==> config.mk <==
export PLATFORM = sky130hd
export DESIGN_NAME = hc_dwell_logger
export DESIGN_NICKNAME = d
export VERILOG_FILES = /design/src/rtl/hc_dwell_logger.sv
export SDC_FILE = /design/constraint.sdc
export NUM_CORES = 1
export LEC_CHECK = 0
export ABC_CLOCK_PERIOD_IN_PS = 6200
export BUFFER_PORTS_ARGS = -buffer_cell sky130_fd_sc_hd__buf_2
export CAP_MARGIN = 0
export CORE_AREA = 3 3 133 71
export CTS_BUF_LIST = sky130_fd_sc_hd__clkbuf_16
export CTS_CLUSTER_SIZE = 30
export DETAILED_ROUTE_END_ITERATION = 10
export DIE_AREA = 0 0 136 74
export PLACE_DENSITY = 0.79
export SLEW_MARGIN = 20
export SYNTH_ARGS = -nofsm -noshare
export SYNTH_HDL_FRONTEND = slang
export SYNTH_SLANG_ARGS = --single-unit
==> constraint.sdc <==
create_clock -name clk -period 6.2 [get_ports clk]
set_input_delay 0.31 -clock clk [delete_from_list [all_inputs] [get_ports clk]]
set_output_delay 0.31 -clock clk [all_outputs]
set_load 0.02 [all_outputs]
==> src/rtl/hc_dwell_logger.sv <==
// Dwell logger: measures how long the comparator decision stays at each level and
// queues {level, length, saturated} records in a FWFT FIFO. Optional glitch filter: HC_DWELL_FILTER_EN.
module hc_dwell_logger #(
  parameter int CNT_W      = 16,
  parameter int FIFO_DEPTH = 4,
  parameter int MIN_DWELL  = 3
) (
  input  logic                          clk,
  input  logic                          rst,
  input  logic                          enable,
  input  logic                          cmp_in,
  output logic                          evt_valid,
  input  logic                          evt_ready,
  output logic                          evt_level,
  output logic [CNT_W-1:0]              evt_len,
  output logic                          evt_sat,
  output logic [$clog2(FIFO_DEPTH):0]   fifo_cnt,
  output logic                          drop,
  input  logic                          clr_drop
);

  localparam int AW = $clog2(FIFO_DEPTH);
  localparam logic [CNT_W-1:0] CNT_MAX = '1;

  typedef enum logic [1:0] {S_IDLE, S_ARMED, S_RUN} state_t;

  typedef struct packed {
    logic             level;
    logic [CNT_W-1:0] len;
    logic             sat;
  } rec_t;

  state_t           r_state;
  logic             r_lvl_q;
  logic [CNT_W-1:0] r_cnt;
  logic             w_acc;
  logic             w_edge;
  logic             w_push;
  rec_t             w_rec;

`ifdef HC_DWELL_FILTER_EN
  localparam int FW = $clog2(MIN_DWELL + 1);
  logic [FW-1:0] r_flt_cnt;
  logic          w_diff;

  // A differing input is accepted on its MIN_DWELL-th consecutive cycle.
  assign w_diff = (cmp_in != r_lvl_q);
  assign w_acc  = (w_diff && (r_flt_cnt == FW'(MIN_DWELL - 1))) ? cmp_in : r_lvl_q;

  always_ff @(posedge clk or negedge rst) begin
    if (!rst) begin
      r_flt_cnt <= '0;
    end else if (!enable || (r_state == S_IDLE) || !w_diff || (w_acc != r_lvl_q)) begin
      r_flt_cnt <= '0;
    end else begin
      r_flt_cnt <= r_flt_cnt + 1'b1;
    end
  end
`else
  assign w_acc = cmp_in;
`endif

  assign w_edge = (r_state != S_IDLE) && (w_acc != r_lvl_q);
  assign w_push = enable && (r_state == S_RUN) && w_edge;
  assign w_rec  = '{level: r_lvl_q, len: r_cnt, sat: (r_cnt == CNT_MAX)};

  // NOTE: sequential state uses non-blocking assignments so every register
  // samples the pre-edge values regardless of statement order.
  always_ff @(posedge clk or negedge rst) begin
    if (!rst) begin
      r_state <= S_IDLE;
      r_lvl_q <= 1'b0;
      r_cnt   <= '0;
    end else if (!enable) begin
      r_state <= S_IDLE;
      r_lvl_q <= cmp_in;
      r_cnt   <= '0;
    end else begin
      case (r_state)
        S_IDLE: begin
          r_lvl_q <= cmp_in;
          r_cnt   <= '0;
          r_state <= S_ARMED;
        end
        S_ARMED: begin
          r_lvl_q <= w_acc;
          if (w_edge) begin
            r_cnt   <= CNT_W'(1);
            r_state <= S_RUN;
          end
        end
        S_RUN: begin
          r_lvl_q <= w_acc;
          if (w_edge)               r_cnt <= CNT_W'(1);
          else if (r_cnt != CNT_MAX) r_cnt <= r_cnt + 1'b1;
        end
        default: begin
          r_state <= S_IDLE;
          r_cnt   <= '0;
        end
      endcase
    end
  end

  rec_t          r_mem [FIFO_DEPTH];
  logic [AW-1:0] r_wr_ptr;
  logic [AW-1:0] r_rd_ptr;
  logic [AW:0]   r_count;
  logic          w_full;
  logic          w_pop;
  logic          w_wr;
  rec_t          w_head;

  assign w_full = (r_count == (AW+1)'(FIFO_DEPTH));
  assign w_pop  = evt_valid && evt_ready;
  assign w_wr   = w_push && (!w_full || w_pop);
  assign w_head = r_mem[r_rd_ptr];

  // NOTE: storage is not reset; the count alone defines validity and outputs
  // are masked while empty, so stale contents are never visible.
  always_ff @(posedge clk) begin
    if (w_wr) r_mem[r_wr_ptr] <= w_rec;
  end

  always_ff @(posedge clk or negedge rst) begin
    if (!rst) begin
      r_wr_ptr <= '0;
      r_rd_ptr <= '0;
      r_count  <= '0;
      drop     <= 1'b0;
    end else begin
      if (w_wr)  r_wr_ptr <= r_wr_ptr + 1'b1;
      if (w_pop) r_rd_ptr <= r_rd_ptr + 1'b1;
      case ({w_wr, w_pop})
        2'b10:   r_count <= r_count + 1'b1;
        2'b01:   r_count <= r_count - 1'b1;
        default: r_count <= r_count;
      endcase
      if (w_push && w_full && !w_pop) drop <= 1'b1;
      else if (clr_drop)              drop <= 1'b0;
    end
  end

  assign evt_valid = (r_count != '0);
  assign evt_level = evt_valid & w_head.level;
  assign evt_len   = evt_valid ? w_head.len : '0;
  assign evt_sat   = evt_valid & w_head.sat;
  assign fifo_cnt  = r_count;

endmodule
==> results of run 1 <==
==> final timing paths <==
check | from | endpoint | depth (start not counted)
setup reg to reg | r_state[0]$_DFFE_PN0P_ | r_mem[2][7]$_DFFE_PP_ | 6
hold / removal | cmp_in | r_lvl_q$_DFFE_PN0P_ | 2
hold reg to reg | r_rd_ptr[0]$_DFFE_PN0N_ | r_rd_ptr[0]$_DFFE_PN0N_ | 1
setup / recovery | r_state[0]$_DFFE_PN0P_ | r_mem[2][7]$_DFFE_PP_ | 6
max in group asynchronous | rst | r_cnt[7]$_DFFE_PN0P_ | 2
min in group asynchronous | rst | fifo_cnt[2]$_DFFE_PN0P_ | 2
==> cell families (layout without fill, tap and decap cells) <==
kind of cell / count (synthesis) / after routing / synth area share (%)
simple gates: 85 / 85 / 11.2
fa+ha+maj: 11 / 11 / 3.20
mux: 22 / 22 / 9.88
buf+inv: 27 / 61 / 2.32
xor+xnor: 7 / 7 / 1.35
flops: 99 / 99 / 62.6
compound gates: 50 / 50 / 9.44
==> where the power goes <==
| part | leakage (nW) | switching, W | total (W) | internal (W) |
|---|---|---|---|---|
| registers | 0.910 | 0.0000661 | 0.000807 | 0.000741 |
| logic | 0.753 | 0.000355 | 0.000605 | 0.000250 |
| clock network | 0.145 | 0.000238 | 0.000554 | 0.000315 |
| total | 1.81 | 0.000659 | 0.00197 | 0.00131 |
==> layer usage <==
layer / global-route usage (%) / routed length (um) / part of all wire (%) / up-vias
li1: - / - / - / 1246
met1: 29.4 / 4210 / 47 / 1347
met2: 26.8 / 3750 / 42 / 93
met3: 7.64 / 860 / 9.7 / 10
met4: 4.02 / 80 / 0.90 / 0
met5: 0 / 0 / 0 / -
==> state kept, by name, summed over array words and instances, names as in the netlist <==
signal,flops
fifo_cnt,3
drop,1
r_rd_ptr,2
r_lvl_q,1
r_mem,72
r_wr_ptr,2
r_cnt,16
r_state,2
==> critical path, cell delays in order (launching register included) <==
cell,delay (ns)
dfrtp_1,0.43
inv_1,0.10
ha_1,0.31
and2_1,0.23
nand3_1,0.10
a31oi_1,0.46
and2_1,0.82
==> final cells by class <==
cell class	instances	area [sq um]
fill	644	3380
sequential	99	2840
multi-input combinational	175	1590
clock buffer	9	225
timing repair buffer	30	158
tap	117	146
clock inverter	7	75.1
inverter	15	56.3
==> cell usage after synthesis, types with 2 or more instances <==
master / instances / share of area [%]
a211o_1: 9 / 1.7
a21boi_0: 2 / 0.33
a21boi_1: 2 / 0.33
a21oi_1: 2 / 0.22
a31oi_1: 4 / 0.55
and2_1: 24 / 3.3
and3_1: 7 / 0.97
buf_2: 2 / 0.22
clkbuf_1: 8 / 0.66
dfrtp_1: 27 / 15
edfxtp_1: 72 / 48
ha_1: 10 / 2.8
inv_1: 14 / 1.2
mux2i_1: 2 / 0.44
mux4_2: 18 / 8.9
nand2_1: 12 / 0.99
nand3_1: 7 / 0.77
nand4_1: 4 / 0.55
nor2_1: 3 / 0.25
nor2b_1: 2 / 0.28
nor3_1: 6 / 0.66
nor4_1: 4 / 0.55
o2111ai_1: 2 / 0.39
o211a_1: 4 / 0.88
o211ai_1: 7 / 1.2
o21ai_0: 2 / 0.22
o31ai_1: 3 / 0.50
or3_1: 3 / 0.41
or4_1: 6 / 0.99
xnor2_1: 6 / 1.2
==> stage by stage <==
| stage | utilization [%] | cell area [sq um] | power (W) | hold slack, ns | instances |
|---|---|---|---|---|---|
| after floorplan | - | 4530 | 0.00125 | 0.0144 | 301 |
| after global placement | 56.4 | 4780 | 0.00142 | 0.361 | 435 |
| after detailed placement | 56.4 | 4780 | 0.00143 | 0.367 | 435 |
| after CTS | 60.1 | 5090 | 0.00199 | 0.268 | 452 |
| after global routing | 60.1 | 5090 | 0.00208 | 0.273 | 452 |
| final | 60.1 | 5090 | 0.00197 | 0.279 | 452 |
==> impl_results.md, run 1 <==
* Largest net degree at the start of global routing at 28
* Post-synthesis sequential area ratio at 62.6%
* Max Slew Vio Count at 0
* GRT Util Overall at 19.4%
* Root Driver: clkbuf_16
* Async set-reset flop share out of synthesis at 27.3%
* Initial Util at 53.5%
* Place WS at ~3.4 ns
* Routed len/inst at 19.7 um
* Hold-fix buffers, CTS at 1
* DIE WIDTH at 136 um
* Worst setup EP type: register
* CP Max Fanout at 18
* Worst-Margin Slew at between 0.9 and 1 ns
* Final Routed Wirelength at 8.91 mm
* Syn Area/Cell at roughly 15 sq um
* Routability congestion estimate at ~0.85
* Number of synthesized register bits at slightly below 100
* CTS Buf Count at 9
* P per Cell Area at 386 mW/mm^2
* Final ANT Viol Nets at 0
* Max-slew headroom at 33.7%
* Most frequent cells in the layout: 72 x edfxtp_1, 28 x buf_2, 27 x dfrtp_1
* Hold Path Class: primary input to register
* I/O pins at 29
* Post-synth cell types at 57
* Setup slack after layout at between 3 and 4 ns
* First-pass GRT wire length at 14.2 mm
* Mapped cell area at 0.00453 sq mm
* Worst skew pair latency at roughly 0.34 ns
* Crit path launch type: register
* Worst Path Required at 6.17 ns
* Post-CTS Setup Inserts at 0
* Post-Route Setup TNS at 0 ns
* Clock Path Buffers at 2
* Outcome: finished clean
* Row count at 24
* Final HPWL DP at 5.96 mm
* Iter 0 DRT Violations at 304
* Layout cells sized above 1 at between 20% and 30%
* CTS clock-pin slew for the worst setup and hold paths at roughly 0.070 ns
* Total number of vias at 2696
* Grt ovf at 0
* Vias per cell at 5.96
* Setup CP Type: register to register
* Vias in the first global route at 2532
* RSZ-0062 raised after global routing: no
* Final Net Count at 347
* Post-cts gate resize count at 0
* Ys Warns at 0
* Final setup viols at 0
* Commonest non-fill, non-tap cell in the layout: edfxtp_1
* Die height at 74 um
* Final worst path period share at 45.9%
* Leak at 1.81 nW
* Area growth syn-to-layout at 12.3%
* Drt pass-1 iters at 5
* Initial antenna violation count at 0
* IO Port Bufs at 28
* Max Freq at approximately 0.35 GHz
* Sink Count at 99
* Syn nets at 318
* Syn Inst Count at between 300 and 400
* Flop2flop setup slack at 3.36 ns
* Final Critical Period at 2.84 ns
* VDD IR max at 0.189 mV
* Final Hold Fails at 0
* Max-Cap Viols at 0
* Top FF cell, synth: edfxtp_1
* Post-synth EDFFs at 72
* Core area at 0.00847 sq mm
* H-Tree Depth at 3
* N_diodes at 0
* CP Data Arrival Time at roughly 2.8 ns
* CTS tree: built
* Die area at 0.0101 sq mm
* Clk_skew at ~0.0082 ns
* DRC viols at 0
Note: power is estimated with default switching activity, not from simulation.
==> run 2: changes to the inputs <==
--- a/config.mk
+++ b/config.mk
@@ -5,7 +5,7 @@
 export SDC_FILE = /design/constraint.sdc
 export NUM_CORES = 1
 export LEC_CHECK = 0
-export ABC_CLOCK_PERIOD_IN_PS = 6200
+export ABC_CLOCK_PERIOD_IN_PS = 3000
 export BUFFER_PORTS_ARGS = -buffer_cell sky130_fd_sc_hd__buf_2
 export CAP_MARGIN = 0
 export CORE_AREA = 3 3 133 71
==> constraint.sdc (replaced) <==
create_clock -name clk -period 3 [get_ports clk]
set_input_delay 0.15 -clock clk [delete_from_list [all_inputs] [get_ports clk]]
set_output_delay 0.15 -clock clk [all_outputs]
set_load 0.02 [all_outputs]
==> run 2 against run 1 <==
Hold slack got worse by 0.18 ns. Count of clock-buffer cells in the layout did not move. Final area increased by 1.3%. Combinational power rose by 120%. Critical path depth up 3. Final cell count increased by 2.0%. Critical path type unchanged. Largest cell class unchanged.
==> impl_results.md, run 2 (synthesis gave the netlist of run 1 again) <==
* Outcome: finished clean
* M3 GR Usage at 5.00%
* Hold path start: cmp_in
* Critical path's largest stage delay at 0.42 ns
* Multi-input logic area at between 0.0015 and 0.002 sq mm
* Max-slew headroom at approximately half
* Overall Power at 0.00410 W
* DIE WIDTH at 136 um
* Area growth syn-to-layout at 13.7%
* Clk_skew at between 0.008 and 0.009 ns
* Cell Chain, Critical Path: inv_1 -> ha_1 -> nand2_1 -> nor3_2 -> buf_4 -> nor2_1 -> fa_1 -> o32a_1 -> o211ai_1
* Final worst path period share at 84.4%
* Routability congestion estimate at 0.805
* Cells after DPL at 444
* Int Pwr at 0.00272 W
* Initial Util at 53.5%
* Max Freq at 0.395 GHz
* Iter 0 DRT Violations at 181
* Final Net Count at about 360
* CTS tree: built
* Total number of vias at 2748
* Non-filler cells, final at between 400 and 500
* P per Cell Area at 795 mW/mm^2
* Sw frac at 33.6%
* Largest net degree at the start of global routing at 28
* Final Routed Wirelength at 9.08 mm
* Most frequent cells in the layout: 72 x edfxtp_1, 28 x buf_2, 27 x dfrtp_1
* Die area at 0.0101 sq mm
* Worst path slowest cell: dfrtp_1
* GR peak layer: met2
* Largest register FFs at 72
* Core area at 0.00847 sq mm
* Max-Cap Viols at 0
* Fillers at 641
* Finished Cell Area at around 0.005 sq mm
* Grt met2 use at 29.8%
* Final Critical Period at 2.53 ns
* Grt ovf at 0
* Commonest non-fill, non-tap cell in the layout: edfxtp_1
* Sequential Power Share at 39.9%
* CTS Buf Count at 9
* Post-Route Setup TNS at 0 ns
* Final ANT Viol Nets at 0
* First-pass GRT wire length at 14.6 mm
* Reg2Reg Depth at 9
* GRT Util Overall at 19.6%
* Post-CTS Setup Inserts at 0
* Final Hold Fails at 0
* Vias in the first global route at between 2k and 3k
* Layout cells sized above 1 at 22.1%
* N_diodes at 0
* CTS clock-pin slew for the worst setup and hold paths at 0.07 ns
* Sink Count at 99
* Max Slew Vio Count at 0
* Row count at 24
* Reg-to-Reg Start: r_state[0]$_DFFE_PN0P_
* Clock Path Buffers at 2
* RSZ-0062 raised after global routing: no
* Placed Area at 0.00484 sq mm
* Die height at roughly 74 um
* P_sw at 0.00138 W
* Register Area at 0.00284 sq mm
* Crit Reg-Reg Endpoint: fifo_cnt[2]$_DFFE_PN0P_
* CP Max Fanout at 9
* Comb pwr share at 32.1%
* Routed len/inst at 19.7 um
* Hold-fix buffers, CTS at 1
* Worst setup EP type: register
* Finished Core Util at between 60% and 70%
* IO Port Bufs at 28
* Initial antenna violation count at 0
* WHS Endpoint: r_lvl_q$_DFFE_PN0P_
* I/O pins at 29
* Leak at 1.85 nW
* Worst path top cell family by delay: adder cells
* Flop2flop setup slack at 0.47 ns
* Worst skew pair latency at 0.34 ns
* Worst-Margin Slew at 0.727 ns
* Post-cts gate resize count at 0
* H-Tree Depth at 3
* Drt pass-1 iters at 5
* VDD IR max at 0.364 mV
* Root Driver: clkbuf_16
* Hold path depth at 2
* Hold Path Class: primary input to register
* DRC viols at 0
* Final HPWL DP at 5.97 mm
* Crit path launch type: register
* Vias per cell at between 5 and 6
* Met1 Use GR at 28.3%
* CP Data Arrival Time at approximately 2.8 ns
* Largest reg by FF count: r_mem
* Setup CP Type: register to register
* Buffers & Inverters on Critical Path at 2
* Final setup viols at 0
* Clock power share at 28.0%
* Worst Path Required at roughly 3.3 ns
run 2: cell count changes in the layout (fill, tap and decap cells not counted):
cell | previous run | this run
buf_4 | 1 | 10
clkinv_1 | 2 | 3
clkinv_2 | 1 | 0
clkinv_4 | 1 | 0
inv_6 | 1 | 2
run 2: cell type report:
class | instances | area share [%]
sequential | 99 | 55.1
multi-input combinational | 175 | 30.8
clock buffer | 9 | 4.37
timing repair buffer | 39 | 4.37
tap | 117 | 2.84
clock inverter | 7 | 1.43
inverter | 15 | 1.09
run 2: stage by stage:
stage                     worst slack (ns)  hold slack (ns)
final                                0.468           0.0968
after global routing                 0.291            0.119
after CTS                            0.476           0.0882
after detailed placement             0.494            0.215
after global placement               0.602            0.204
after floorplan                      0.607           -0.146
run 2: worst max path at each step:
| stage | startpoint | end | slack, ns | cells past startpoint |
|---|---|---|---|---|
| after floorplan | r_state[0]$_DFFE_PN0P_ | fifo_cnt[2]$_DFFE_PN0P_ | 0.61 | 8 |
| after global placement | r_state[0]$_DFFE_PN0P_ | fifo_cnt[2]$_DFFE_PN0P_ | 0.60 | 9 |
| after detailed placement | r_state[0]$_DFFE_PN0P_ | fifo_cnt[2]$_DFFE_PN0P_ | 0.49 | 9 |
| after CTS | r_state[0]$_DFFE_PN0P_ | fifo_cnt[2]$_DFFE_PN0P_ | 0.48 | 9 |
| after global routing | r_state[0]$_DFFE_PN0P_ | fifo_cnt[2]$_DFFE_PN0P_ | 0.29 | 9 |
| final | r_state[0]$_DFFE_PN0P_ | fifo_cnt[2]$_DFFE_PN0P_ | 0.47 | 9 |
run 2: per-layer routing:
| layer | wire length, um | vias up |
|---|---|---|
| li1 | - | 1265 |
| met1 | 4310 | 1367 |
| met2 | 4030 | 100 |
| met3 | 595 | 16 |
| met4 | 137 | 0 |
| met5 | 0 | - |
run 2: worst reg2reg max path, cell delays in order (launching register included):
cell      delay [ns]
dfrtp_1         0.42
inv_1           0.10
ha_1            0.31
nand2_1         0.24
nor3_2          0.20
buf_4           0.18
nor2_1          0.06
fa_1            0.42
o32a_1          0.36
o211ai_1        0.16
run 2: power groups by stage:
stage               Combinational, W  Clock (W)  Sequential [W]
finish                       0.00132    0.00115         0.00164
global route                 0.00144    0.00122         0.00165
CTS                          0.00134    0.00116         0.00163
global placement             0.00131          0         0.00166
detailed placement           0.00134          0         0.00166
floorplan                   0.000952          0         0.00164
==> run 3: changes to the inputs <==
==> config.mk (replaced) <==
export PLATFORM = sky130hd
export DESIGN_NAME = hc_dwell_logger
export DESIGN_NICKNAME = d
export VERILOG_FILES = /design/src/rtl/hc_dwell_logger.sv
export SDC_FILE = /design/constraint.sdc
export NUM_CORES = 1
export LEC_CHECK = 0
export ABC_CLOCK_PERIOD_IN_PS = 2200
export BUFFER_PORTS_ARGS = -buffer_cell sky130_fd_sc_hd__buf_2
export CAP_MARGIN = 0
export CORE_AREA = 3 3 134 71
export CTS_BUF_LIST = sky130_fd_sc_hd__clkbuf_16
export CTS_CLUSTER_SIZE = 30
export DETAILED_ROUTE_END_ITERATION = 10
export DIE_AREA = 0 0 137 74
export PLACE_DENSITY = 0.81
export SLEW_MARGIN = 20
export SYNTH_ARGS = -nofsm -noshare
export SYNTH_HDL_FRONTEND = slang
export SYNTH_SLANG_ARGS = --single-unit
==> constraint.sdc (replaced) <==
create_clock -name clk -period 2.2 [get_ports clk]
set_input_delay 0.11 -clock clk [delete_from_list [all_inputs] [get_ports clk]]
set_output_delay 0.11 -clock clk [all_outputs]
set_load 0.02 [all_outputs]
==> run 3 against run 2 <==
Flip-flop and latch count unchanged. Global-route usage increased by 0.66 points. Die area increased by 0.74%. Clock skew decreased by 0.0047 ns. Register-to-register slack got worse by 0.32 ns. Setup slack got worse by 0.32 ns. Largest power group unchanged.
==> impl_results.md, run 3 (synthesis gave the netlist of run 1 again) <==
* Reg-to-Reg Start: r_state[0]$_DFFE_PN0P_
* Cell Chain, Critical Path: inv_1 -> ha_2 -> nor3_4 -> nor2_1 -> fa_1 -> o32a_1 -> o211ai_1
* I/O pins at 29
* IO Port Bufs at 28
* Most frequent cells in the layout: 72 x edfxtp_1, 28 x buf_2, 27 x dfrtp_1, 27 x buf_4, 19 x and2_1
* Max Freq at just under 0.5 GHz
* Largest register FFs at 72
* P per Cell Area at approximately 1100 mW/mm^2
* Crit path launch type: register
* Final ANT Viol Nets at 0
* GRT Util Overall at approximately 20%
* VDD IR max at 0.495 mV
* Die area at 0.0101 sq mm
* Final HPWL DP at just over 6 mm
* Root Driver: clkbuf_16
* Sink Count at 99
* Commonest non-fill, non-tap cell in the layout: edfxtp_1
* First-pass GRT wire length at roughly 15 mm
* CP Data Arrival Time at 2.32 ns
* Total number of vias at approximately 2.8k
* DIE WIDTH at between 100 and 150 um
* Final Hold Fails at 0
* Vias in the first global route at 2942
* Final Critical Period at 2.05 ns
* Final Net Count at 380
* Critical path origin: r_state[0]$_DFFE_PN0P_
* Die height at 74 um
* Worst setup EP type: register
* CP Max Fanout at 7
* Finished Cell Area at 0.00549 sq mm
* Routed len/inst at around 19 um
* Clk_skew at approximately 0.0041 ns
* Worst-Margin Slew at 0.778 ns
* Drt pass-1 iters at 5
* Worst skew pair latency at 0.35 ns
* Iter 0 DRT Violations at 231
* Critical path's largest stage delay at 0.43 ns
* Largest reg by FF count: r_mem
* Clock Path Buffers at 2
* Setup CP Type: register to register
* Hold Path Class: primary input to register
* Routability congestion estimate at 0.907
* Hold_ws at 0.0729 ns
* Initial antenna violation count at 0
* Leak at 2.04 nW
* Final setup viols at 0
* Final Routed Wirelength at 9.33 mm
* CTS tree: built
* CTS Buf Count at 9
* Max-Cap Viols at 0
* Area growth syn-to-layout at 21.1%
* Row count at 24
* Outcome: finished clean
* Grt ovf at 0
* Max-slew headroom at 47.8%
* Max Slew Vio Count at 0
* Hold path start: cmp_in
* RSZ-0062 raised after global routing: yes
* Vias per cell at 5.87
* Layout cells sized above 1 at between 30% and 40%
* Initial Util at 53.1%
* N_diodes at 0
* Placed Area at 0.00513 sq mm
* Worst Path Required at 2.47 ns
* Worst path slowest cell: dfrtp_1
* Core area at about 0.0085 sq mm
* H-Tree Depth at 3
* Final worst path period share at 93.2%
* CTS clock-pin slew for the worst setup and hold paths at 0.07 ns
* DRC viols at 0
* Largest net degree at the start of global routing at 28
-- run 3: area by class of cell --
type                    count  area [sq um]
fillers                   601          3040
flip-flops and latches     99          2840
multi-input cells         175          1620
repair buffers             63           493
clock buffers               9           225
well taps                 117           146
clock inverters             7           109
inverters                  15          56.3
-- run 3: path summary, 6_finish.rpt --
path,endpoint,slack (ns),cells after the start
max in group asynchronous,r_cnt[11]$_DFFE_PN0P_,1.46,2
min in group asynchronous,r_wr_ptr[0]$_DFFE_PN0P_,0.32,2
worst min-delay path,r_lvl_q$_DFFE_PN0P_,0.07,2
worst max-delay path,fifo_cnt[2]$_DFFE_PN0P_,0.15,7
worst min register to register,r_wr_ptr[1]$_DFFE_PN0P_,0.56,1
worst max register to register,fifo_cnt[2]$_DFFE_PN0P_,0.15,7
-- run 3: critical path, delay by kind of cell, from the launching register on --
kind / cells / cell delay (ns)
adder cells (fa/ha/maj): 2 / 0.67
AND/OR/NAND/NOR: 2 / 0.28
AO/OA/AOI/OAI: 2 / 0.51
buffers and inverters: 1 / 0.09
flip-flops: 1 / 0.43
-- run 3: power breakdown --
group	internal (W)	switching (W)	total, W
Clock	0.00102	0.000702	0.00172
Combinational	0.000883	0.00115	0.00204
Sequential	0.00209	0.000113	0.00220
Total	0.00399	0.00197	0.00596
-- run 3: metal layers --
layer / track usage, % / up-vias / routed length [um] / share of wire, %
li1: - / 1312 / - / -
met1: 27.1 / 1404 / 3980 / 43
met2: 32.6 / 118 / 4470 / 48
met3: 6.55 / 13 / 757 / 8.1
met4: 5.97 / 0 / 119 / 1.3
met5: 0 / - / 0 / 0
-- run 3: through the flow --
step | util, % | TNS [ns] | power, W | worst slack, ns | std cells
finish | 64.3 | 0 | 0.00596 | 0.149 | 485
global route | 64.3 | -0.0128 | 0.00625 | -0.0128 | 485
CTS | 64.1 | 0 | 0.00600 | 0.0715 | 485
detailed placement | 60.1 | 0 | 0.00428 | 0.0776 | 468
global placement | 60.1 | 0 | 0.00419 | 0.171 | 468
floorplan | - | -0.0369 | 0.00354 | -0.0369 | 301
-- run 3: repair_timing --
| action | in CTS | in global routing |
|---|---|---|
| endpoints found under the hold margin | 27 | 0 |
| buffers inserted | 0 | 0 |
| resized for setup | 0 | 5 |
| endpoints found under the setup margin | 0 | 71 |
| hold buffers | 1 | 0 |
